==> src/rtl/spi_master_pkg.sv <==
// Shared types and helpers for the single-byte SPI master.
// HALF is the SCK half-period in system clocks, never below one cycle.
package spi_master_pkg;

  typedef enum logic [1:0] {
    IDLE,
    SETUP,
    SHIFT,
    HOLD
  } spi_state_t;

  localparam int BIT_CNT_W = 3;

  function automatic int calc_half(input int sys_freq, input int sck_freq);
    int h;
    h = sys_freq / (2 * sck_freq);
    return (h < 1) ? 1 : h;
  endfunction

endpackage

==> src/rtl/spi_byte_master_if.sv <==
// System-side byte request/response bundle of the SPI master.
// The controller takes the master modport; the SPI block takes the slave modport.
interface spi_byte_master_if;

  logic [7:0] tx_byte_i;
  logic       tx_byte_valid_i;
  logic       ready_o;
  logic [7:0] rx_byte_o;
  logic       rx_byte_valid_o;

  modport master (
    output tx_byte_i,
    output tx_byte_valid_i,
    input  ready_o,
    input  rx_byte_o,
    input  rx_byte_valid_o
  );

  modport slave (
    input  tx_byte_i,
    input  tx_byte_valid_i,
    output ready_o,
    output rx_byte_o,
    output rx_byte_valid_o
  );

endinterface

==> src/rtl/spi_sck_tick.sv <==
// Half-period timer: one-cycle tick every HALF clocks while enabled.
// Dropping the enable restarts the count, so each phase starts cleanly.
module spi_sck_tick #(
  parameter int HALF = 2
) (
  input  logic clk,
  input  logic rst_n,
  input  logic en,
  output logic tick
);

  localparam int CNT_W = (HALF > 1) ? $clog2(HALF) : 1;
  localparam logic [CNT_W-1:0] LAST = CNT_W'(HALF - 1);

  logic [CNT_W-1:0] cnt;

  always_ff @(posedge clk or negedge rst_n) begin
    if (!rst_n) begin
      cnt <= '0;
    end else if (!en || (cnt == LAST)) begin
      cnt <= '0;
    end else begin
      cnt <= cnt + CNT_W'(1);
    end
  end

  assign tick = en && (cnt == LAST);

endmodule

==> src/rtl/spi_byte_master.sv <==
// Mode-0, MSB-first, full-duplex single-byte SPI master.
// Every output comes straight from a register updated by the FSM below.
module spi_byte_master
  import spi_master_pkg::*;
#(
  parameter int SYS_FREQ = 100_000_000,
  parameter int SCK_FREQ = 25_000_000
) (
  input  logic                clk,
  input  logic                rst_n,
  input  logic                miso_i,
  output logic                mosi_o,
  output logic                sck_o,
  output logic                cs_n_o,
  spi_byte_master_if.slave    bus
);

  localparam int HALF = calc_half(SYS_FREQ, SCK_FREQ);

  spi_state_t           state;
  logic [6:0]           tx_rest;
  logic [7:0]           rx_shift;
  logic [BIT_CNT_W-1:0] bit_cnt;
  logic                 ready_q;
  logic [7:0]           rx_byte_q;
  logic                 rx_valid_q;
  logic                 tick;

  spi_sck_tick #(
    .HALF (HALF)
  ) u_tick (
    .clk   (clk),
    .rst_n (rst_n),
    .en    (state != IDLE),
    .tick  (tick)
  );

  // bit_cnt names the bit whose SCK pulse is in flight; the low phase after
  // bit 7 still runs its full length before the chip-select hold begins.
  always_ff @(posedge clk or negedge rst_n) begin
    if (!rst_n) begin
      state      <= IDLE;
      tx_rest    <= '0;
      rx_shift   <= '0;
      bit_cnt    <= '0;
      sck_o      <= 1'b0;
      cs_n_o     <= 1'b1;
      mosi_o     <= 1'b0;
      ready_q    <= 1'b1;
      rx_byte_q  <= 8'h00;
      rx_valid_q <= 1'b0;
    end else begin
      rx_valid_q <= 1'b0;
      case (state)
        IDLE: begin
          if (bus.tx_byte_valid_i) begin
            tx_rest  <= bus.tx_byte_i[6:0];
            rx_shift <= '0;
            bit_cnt  <= '0;
            cs_n_o   <= 1'b0;
            mosi_o   <= bus.tx_byte_i[7];
            ready_q  <= 1'b0;
            state    <= SETUP;
          end
        end
        SETUP: begin
          if (tick) begin
            sck_o    <= 1'b1;
            rx_shift <= {rx_shift[6:0], miso_i};
            state    <= SHIFT;
          end
        end
        SHIFT: begin
          if (tick) begin
            if (sck_o) begin
              sck_o <= 1'b0;
              if (bit_cnt != BIT_CNT_W'(7)) begin
                mosi_o  <= tx_rest[6];
                tx_rest <= {tx_rest[5:0], 1'b0};
              end
            end else if (bit_cnt == BIT_CNT_W'(7)) begin
              state <= HOLD;
            end else begin
              sck_o    <= 1'b1;
              rx_shift <= {rx_shift[6:0], miso_i};
              bit_cnt  <= bit_cnt + BIT_CNT_W'(1);
            end
          end
        end
        HOLD: begin
          if (tick) begin
            cs_n_o     <= 1'b1;
            ready_q    <= 1'b1;
            mosi_o     <= 1'b0;
            rx_byte_q  <= rx_shift;
            rx_valid_q <= 1'b1;
            state      <= IDLE;
          end
        end
        default: state <= IDLE;
      endcase
    end
  end

  assign bus.ready_o         = ready_q;
  assign bus.rx_byte_o       = rx_byte_q;
  assign bus.rx_byte_valid_o = rx_valid_q;

endmodule

==> src/flat_wrapper.sv <==
// flat-port wrapper written by rule: the top's interface ports become plain ports
module spi_byte_master_flat import spi_master_pkg::*;
#(
  parameter int SYS_FREQ = 100_000_000,
  parameter int SCK_FREQ = 25_000_000
)
  (clk, rst_n, miso_i, mosi_o, sck_o, cs_n_o, bus_tx_byte_i, bus_tx_byte_valid_i, bus_ready_o, bus_rx_byte_o, bus_rx_byte_valid_o);
  spi_byte_master_if bus_i ();
  input  logic clk;
  input  logic rst_n;
  input  logic miso_i;
  output logic mosi_o;
  output logic sck_o;
  output logic cs_n_o;
  input wire logic [$bits(bus_i.tx_byte_i)-1:0] bus_tx_byte_i;
  input wire logic [$bits(bus_i.tx_byte_valid_i)-1:0] bus_tx_byte_valid_i;
  output wire logic [$bits(bus_i.ready_o)-1:0] bus_ready_o;
  output wire logic [$bits(bus_i.rx_byte_o)-1:0] bus_rx_byte_o;
  output wire logic [$bits(bus_i.rx_byte_valid_o)-1:0] bus_rx_byte_valid_o;
  assign bus_i.tx_byte_i = bus_tx_byte_i;
  assign bus_i.tx_byte_valid_i = bus_tx_byte_valid_i;
  assign bus_ready_o = bus_i.ready_o;
  assign bus_rx_byte_o = bus_i.rx_byte_o;
  assign bus_rx_byte_valid_o = bus_i.rx_byte_valid_o;
  spi_byte_master #(.SYS_FREQ(SYS_FREQ), .SCK_FREQ(SCK_FREQ)) u_core (.clk(clk), .rst_n(rst_n), .miso_i(miso_i), .mosi_o(mosi_o), .sck_o(sck_o), .cs_n_o(cs_n_o), .bus(bus_i));
endmodule
==> config.mk <==
export PLATFORM = sky130hd
export DESIGN_NAME = spi_byte_master_flat
export DESIGN_NICKNAME = d
export VERILOG_FILES = /design/src/rtl/spi_master_pkg.sv /design/src/rtl/spi_byte_master_if.sv /design/src/rtl/spi_sck_tick.sv /design/src/rtl/spi_byte_master.sv /design/src/flat_wrapper.sv
export SDC_FILE = /design/constraint.sdc
export NUM_CORES = 1
export LEC_CHECK = 0
export ABC_AREA = 1
export ABC_CLOCK_PERIOD_IN_PS = 1600
export CAP_MARGIN = 0
export CORE_ASPECT_RATIO = 0.9
export CORE_MARGIN = 5
export CORE_UTILIZATION = 54
export CTS_BUF_LIST = sky130_fd_sc_hd__clkbuf_2
export CTS_CLUSTER_SIZE = 24
export DETAILED_ROUTE_END_ITERATION = 10
export PLACE_DENSITY = 0.79
export SLEW_MARGIN = 20
export SYNTH_ARGS = -nofsm -noshare
export SYNTH_HDL_FRONTEND = slang
export SYNTH_SLANG_ARGS = --single-unit
export TNS_END_PERCENT = 5
==> constraint.sdc <==
create_clock -name clk -period 1.6 [get_ports clk]
set_input_delay 0.24 -clock clk [delete_from_list [all_inputs] [get_ports clk]]
set_output_delay 0.24 -clock clk [all_outputs]
set_load 0.005 [all_outputs]
Word-level counts from Yosys, hierarchy flattened --
Index checks and enable logic that the tools add are counted. W data, S select, Z words.
Storage, ports and cells: register bits 33, input bits 12, output and inout port bits 13, word-level logic and storage cells 83
Operators by class: add/sub/neg operators 2, equality and inequality tests 14, muxes and demuxes 39, reduce and logical (&&, ||, !) cells 18
Operators with widths (count):
- $mux W8 | 5
- $mux W7 | 4
- $pmux W8 S3 | 1
- $reduce_and A6 Y1 | 3
- $pmux W7 S2 | 1
- $mux W1 | 13
- $mux W2 | 6
- $mux W3 | 4
- $ne A2 B1 Y1 const B | 6
- $reduce_and A5 Y1 | 2
- $pmux W2 S4 | 1
- $reduce_bool A2 Y1 | 4
- $ne A2 B2 Y1 const B | 3
- $pmux W3 S2 | 1
- $reduce_and A3 Y1 | 2
- $reduce_bool A3 Y1 | 2
- $eq A2 B2 Y1 const B | 2
- $pmux W1 S2 | 2
- $add A3 B1 Y3 const B | 1
- $eq A3 B3 Y1 const B | 1
- $ne A3 B3 Y1 const B | 1
- $pmux W1 S3 | 1
- $eq A2 B1 Y1 const B | 1
- $logic_not A2 Y1 | 1
- other kinds (5) | 5

Depth between registers and ports, before layout --
depth in word-level cells 5, depth in mapped cells 10

By module --
A second synthesis with hierarchy kept.
Unflattened totals: cells, all modules 217, area total of the unflattened synthesis 1750.4 µm²
Modules (own cells, without submodules):
- spi_byte_master | times used 1, cells each 212, area each 1707.9 µm²
- spi_sck_tick | times used 1, cells each 5, area each 42.5 µm²

Worst setup path after synthesis --
Ideal clock, no wire load.
kind register to register, from reg u_core.state[0], to reg u_core.tx_rest[6], data arrival time 1.339 ns, data required time 1.483 ns, path slack 0.144 ns, cell stages (with the launch flop) 11, cells stage by stage dfrtp_1 -> inv_1 -> ha_1 -> inv_2 -> nand2_4 -> nand2_2 -> nand2_4 -> nor2_8 -> nand2_4 -> nand2_1 -> nand2_1
On the way: word-level cells in the longest chain between the ends 4, elaborated cells on any way between the ends 11, those cells by class 5 x eq/ne; 1 x mux; 5 x reduce/logical
RTL lines:
- start: declaration | RTL line spi_byte_master.sv:20 | spi_state_t state;
- start signal: assignment | RTL line spi_byte_master.sv:42 | state <= IDLE;
- start signal: assignment | RTL line spi_byte_master.sv:63 | state <= SETUP;
- start signal: assignment | RTL line spi_byte_master.sv:70 | state <= SHIFT;
- $reduce_bool A2 Y1 | RTL line spi_byte_master.sv:34 | .en (state != IDLE),
- $logic_and A1 B1 Y1 | RTL line spi_sck_tick.sv:27 | assign tick = en && (cnt == LAST);
- $ne A2 B1 Y1 (no source line)
- $reduce_and A5 Y1 (no source line)
- end signal: assignment | RTL line spi_byte_master.sv:57 | tx_rest <= bus.tx_byte_i[6:0];
- end signal: assignment | RTL line spi_byte_master.sv:79 | tx_rest <= {tx_rest[5:0], 1'b0};
- end: declaration | RTL line spi_byte_master.sv:21 | logic [6:0] tx_rest;
Several ways; a longest one is shown, not always the timed one. A chain may end at the register's enable or synchronous reset.

Worst setup path after layout --
from reg u_core.state[1], to reg u_core.tx_rest[5]
Same word-level chain as after synthesis.

==> metrics.txt <==
outcome complete, no violations; source of the worst register-to-register timing path u_core.state[1]; Overall Global Routing Usage 17.0%; Netlist cell types 23; detailed router's first-iteration violation count 85; final estimated routing congestion in global placement 0.802; routed vias 1466; Critical Path AT 1.82 ns; maximum ir drop on the vdd rail 1.19 mV; normalized max-slew margin 80.0%; clock insertion delay at the later pin of the skew report 0.35 ns; capture instance of the worst register-to-register path u_core.tx_rest[5]; Fill cells 235; count of standard-cell rows 19; num ports 25; chip height 64.1 um; placed cell areas 2100 sq um; Max Clock Freq 642 MHz; Antenna Nets Post-Route 0; clock transition at the registers of the reported paths 0.17 ns; required arrival time at the worst endpoint 1.87 ns; final count of pins violating max slew 0; multi-input gate area in the final layout 917 sq um; Slew @ Worst Pin 0.299 ns; total of flip-flops plus latches after synthesis 33; root buffer selected by CTS sky130_fd_sc_hd__clkbuf_2; overall power consumption 4.30 mW; final non-filler cell area 2260 sq um; CTS tree yes; fin crit period 1.56 ns; Num CTS Buffers 5; Yosys warnings 0; crit path launch type flip-flop; sequential share of the synthesized area 47.1%; clock skew 0.00744 ns; Hold Violations, Final 0; grt ovf 0; die width 70.1 um; path category of the worst min-delay check input pin to asynchronous set/reset pin; worst-case hold slack 0.219 ns; crit path capture type flip-flop; mean number of vias per cell 4.97; floorplan die area 4500 sq um; H-Tree Depth 2; vias in the first global route 1331; Final setup viols 0; Final Cycle Share 97.3%; growth of design area from synthesis to finish 28.9%; starting density of the core 56.8%; number of cells on the worst reg-to-reg path 10; iteration count of the initial detailed-routing pass 4; antenna violations before repair 0; number of remaining DRC errors 0; Std-Cell Core Area 3090 sq um; average cell area after synthesis 8.21 sq um; final routed wire length divided by cell count 12.6 um; share of final-layout standard cells stronger than drive strength 1 18.6%; Power per Cell Area 1900 nW/um^2; post-DP HPWL 2.65 mm; static leakage 1.17 nW; Net count, final 271; critical setup path kind flip-flop to flip-flop; final wirelength 3.73 mm; Post-CTS Hold Fix Bufs 0; maximum net fanout on the critical path 8; wire length of the first global-routing pass 6.09 mm; Synth Net Count 233; antenna diode count 0; area taken by flip-flops and latches 828 sq um; Max-Cap Viols 0; Max Buffers Root-to-Sink 2; total of buffers placed on input and output ports 24; area of the mapped netlist 1760 sq um; least setup slack across all paths after layout 0.0427 ns; unrepaired setup endpoints after global routing yes; TritonCTS Sinks 33; Worst Setup Slack post-DPL -0.00626 ns; pin count of the biggest net entering global routing 34; synthesized instance count 214; register-to-register setup slack 0.04 ns
[worst max-delay path, cell delays in order, from the launching register on]
cell and delay (ns):
sky130_fd_sc_hd__dfrtp_2 0.49, sky130_fd_sc_hd__inv_2 0.08, sky130_fd_sc_hd__ha_4 0.19, sky130_fd_sc_hd__inv_6 0.09, sky130_fd_sc_hd__nand2_8 0.07, sky130_fd_sc_hd__nand2_4 0.09, sky130_fd_sc_hd__nand2_4 0.07, sky130_fd_sc_hd__nor2_8 0.18
sky130_fd_sc_hd__nand2_4 0.10, sky130_fd_sc_hd__nand2_1 0.07, sky130_fd_sc_hd__nand2_1 0.04
[layer usage]
layer	wire, um	part of all wire, %	GRT usage [%]
met5	0	0	0
met4	29	0.78	4.31
met3	227	6.1	4.55
met2	1680	45	25.0
met1	1790	48	24.9
[sequential cells by signal, summed over array words and instances (netlist names)]
name,flops
u_core.bus.rx_byte_o,8
u_core.rx_shift,8
u_core.tx_rest,7
u_core.bit_cnt,3
u_core.state,2
u_core.bus.ready_o,1
u_core.bus.rx_byte_valid_o,1
u_core.mosi_o,1
u_core.sck_o,1
u_core.u_tick.cnt,1
[power breakdown]
part	total (mW)	switching, mW	internal (mW)
clock	0.541	0.274	0.267
combinational	2.43	1.42	1.01
sequential	1.33	0.211	1.12
[worst max-delay path by stage]
stage                            startpoint           endpoint  slack, ns  cells after the start
final                       u_core.state[1]  u_core.tx_rest[5]       0.04                     10
after global routing        u_core.state[1]  u_core.tx_rest[4]      -0.04                     10
after CTS                 u_core.bit_cnt[0]  u_core.tx_rest[5]       0.01                      9
after detailed placement    u_core.state[1]  u_core.tx_rest[2]     -0.006                     10
after global placement      u_core.state[1]  u_core.tx_rest[2]       0.04                     10
after floorplan             u_core.state[0]  u_core.tx_rest[6]       0.14                     10
[cells by family after synthesis]
| family | count (synthesis) | share of synthesized area [%] |
|---|---|---|
| and+or+nand+nor | 148 | 40.1 |
| DFF | 33 | 47.1 |
| buffers and inverters | 18 | 4.77 |
| AOI/OAI and AO/OA | 8 | 3.06 |
| adders and majority gates | 7 | 4.99 |
[layout by cell type, fill, tap and decap left out]
master / Yosys / final
sky130_fd_sc_hd__inv_6: 0 / 1
sky130_fd_sc_hd__buf_12: 0 / 2
sky130_fd_sc_hd__nand2_8: 0 / 1
sky130_fd_sc_hd__clkinv_1: 1 / 2
sky130_fd_sc_hd__buf_4: 2 / 9
sky130_fd_sc_hd__a21oi_4: 1 / 1
sky130_fd_sc_hd__or2_1: 1 / 1
sky130_fd_sc_hd__nand3_1: 13 / 13
sky130_fd_sc_hd__clkbuf_2: 0 / 6
sky130_fd_sc_hd__dlygate4sd2_1: 0 / 2
sky130_fd_sc_hd__nand2_1: 105 / 104
sky130_fd_sc_hd__nor2_2: 0 / 1
sky130_fd_sc_hd__nand3_2: 2 / 2
sky130_fd_sc_hd__nor2_1: 7 / 6
sky130_fd_sc_hd__nand2_4: 6 / 6
sky130_fd_sc_hd__inv_2: 3 / 4
sky130_fd_sc_hd__o21ai_1: 1 / 1
sky130_fd_sc_hd__dfstp_2: 1 / 1
sky130_fd_sc_hd__dfrtp_2: 0 / 1
sky130_fd_sc_hd__clkdlybuf4s50_1: 0 / 22
sky130_fd_sc_hd__nor2_8: 2 / 2
sky130_fd_sc_hd__nand2_2: 4 / 4
sky130_fd_sc_hd__a21oi_1: 2 / 2
sky130_fd_sc_hd__dfrtp_1: 32 / 31
sky130_fd_sc_hd__ha_2: 0 / 1
sky130_fd_sc_hd__ha_1: 7 / 2
sky130_fd_sc_hd__nand3b_1: 8 / 8
sky130_fd_sc_hd__bufinv_16: 0 / 1
sky130_fd_sc_hd__o21a_1: 1 / 1
sky130_fd_sc_hd__inv_1: 10 / 8
sky130_fd_sc_hd__ha_4: 0 / 4
sky130_fd_sc_hd__o21ai_0: 3 / 3
[final cells by class]
type	instances	share of cell area, %
flip-flops and latches	33	36.6
well taps	42	2.32
inverters	14	2.54
clock inverters	2	1.49
multi-input cells	163	40.5
repair buffers	35	15.2
clock buffers	6	1.33
[cells in the mapped netlist, drive strengths merged]
| cell type | number | area [sq um] |
|---|---|---|
| inv | 13 | 48.8 |
| o21ai | 4 | 20.0 |
| buf | 4 | 31.3 |
| nand3b | 8 | 60.1 |
| or2 | 1 | 6.26 |
| nand2 | 115 | 487 |
| ha | 7 | 87.6 |
| a21oi | 3 | 26.3 |
| nor2 | 9 | 66.3 |
| nand3 | 15 | 85.1 |
| dfrtp | 32 | 801 |
| o21a | 1 | 7.51 |
| dfstp | 1 | 26.3 |
| clkinv | 1 | 3.75 |
[per-stage QoR]
| step | TNS [ns] | util, % | std cells |
|---|---|---|---|
| after global placement | 0 | 67.8 | 283 |
| after global routing | -0.363 | 73.3 | 295 |
| after CTS | 0 | 70.1 | 292 |
| after floorplan | 0 | - | 214 |
| final | 0 | 73.3 | 295 |
| after detailed placement | -0.0123 | 67.8 | 283 |
[repair_timing]
action / in CTS / in global routing
gates resized for setup: 3 / 17
endpoints found under the hold margin: 0 / 0
endpoints found under the setup margin: 11 / 25
buffers inserted: 1 / 3
pin swaps: 0 / 2
Power figures use the tool's default switching activity.
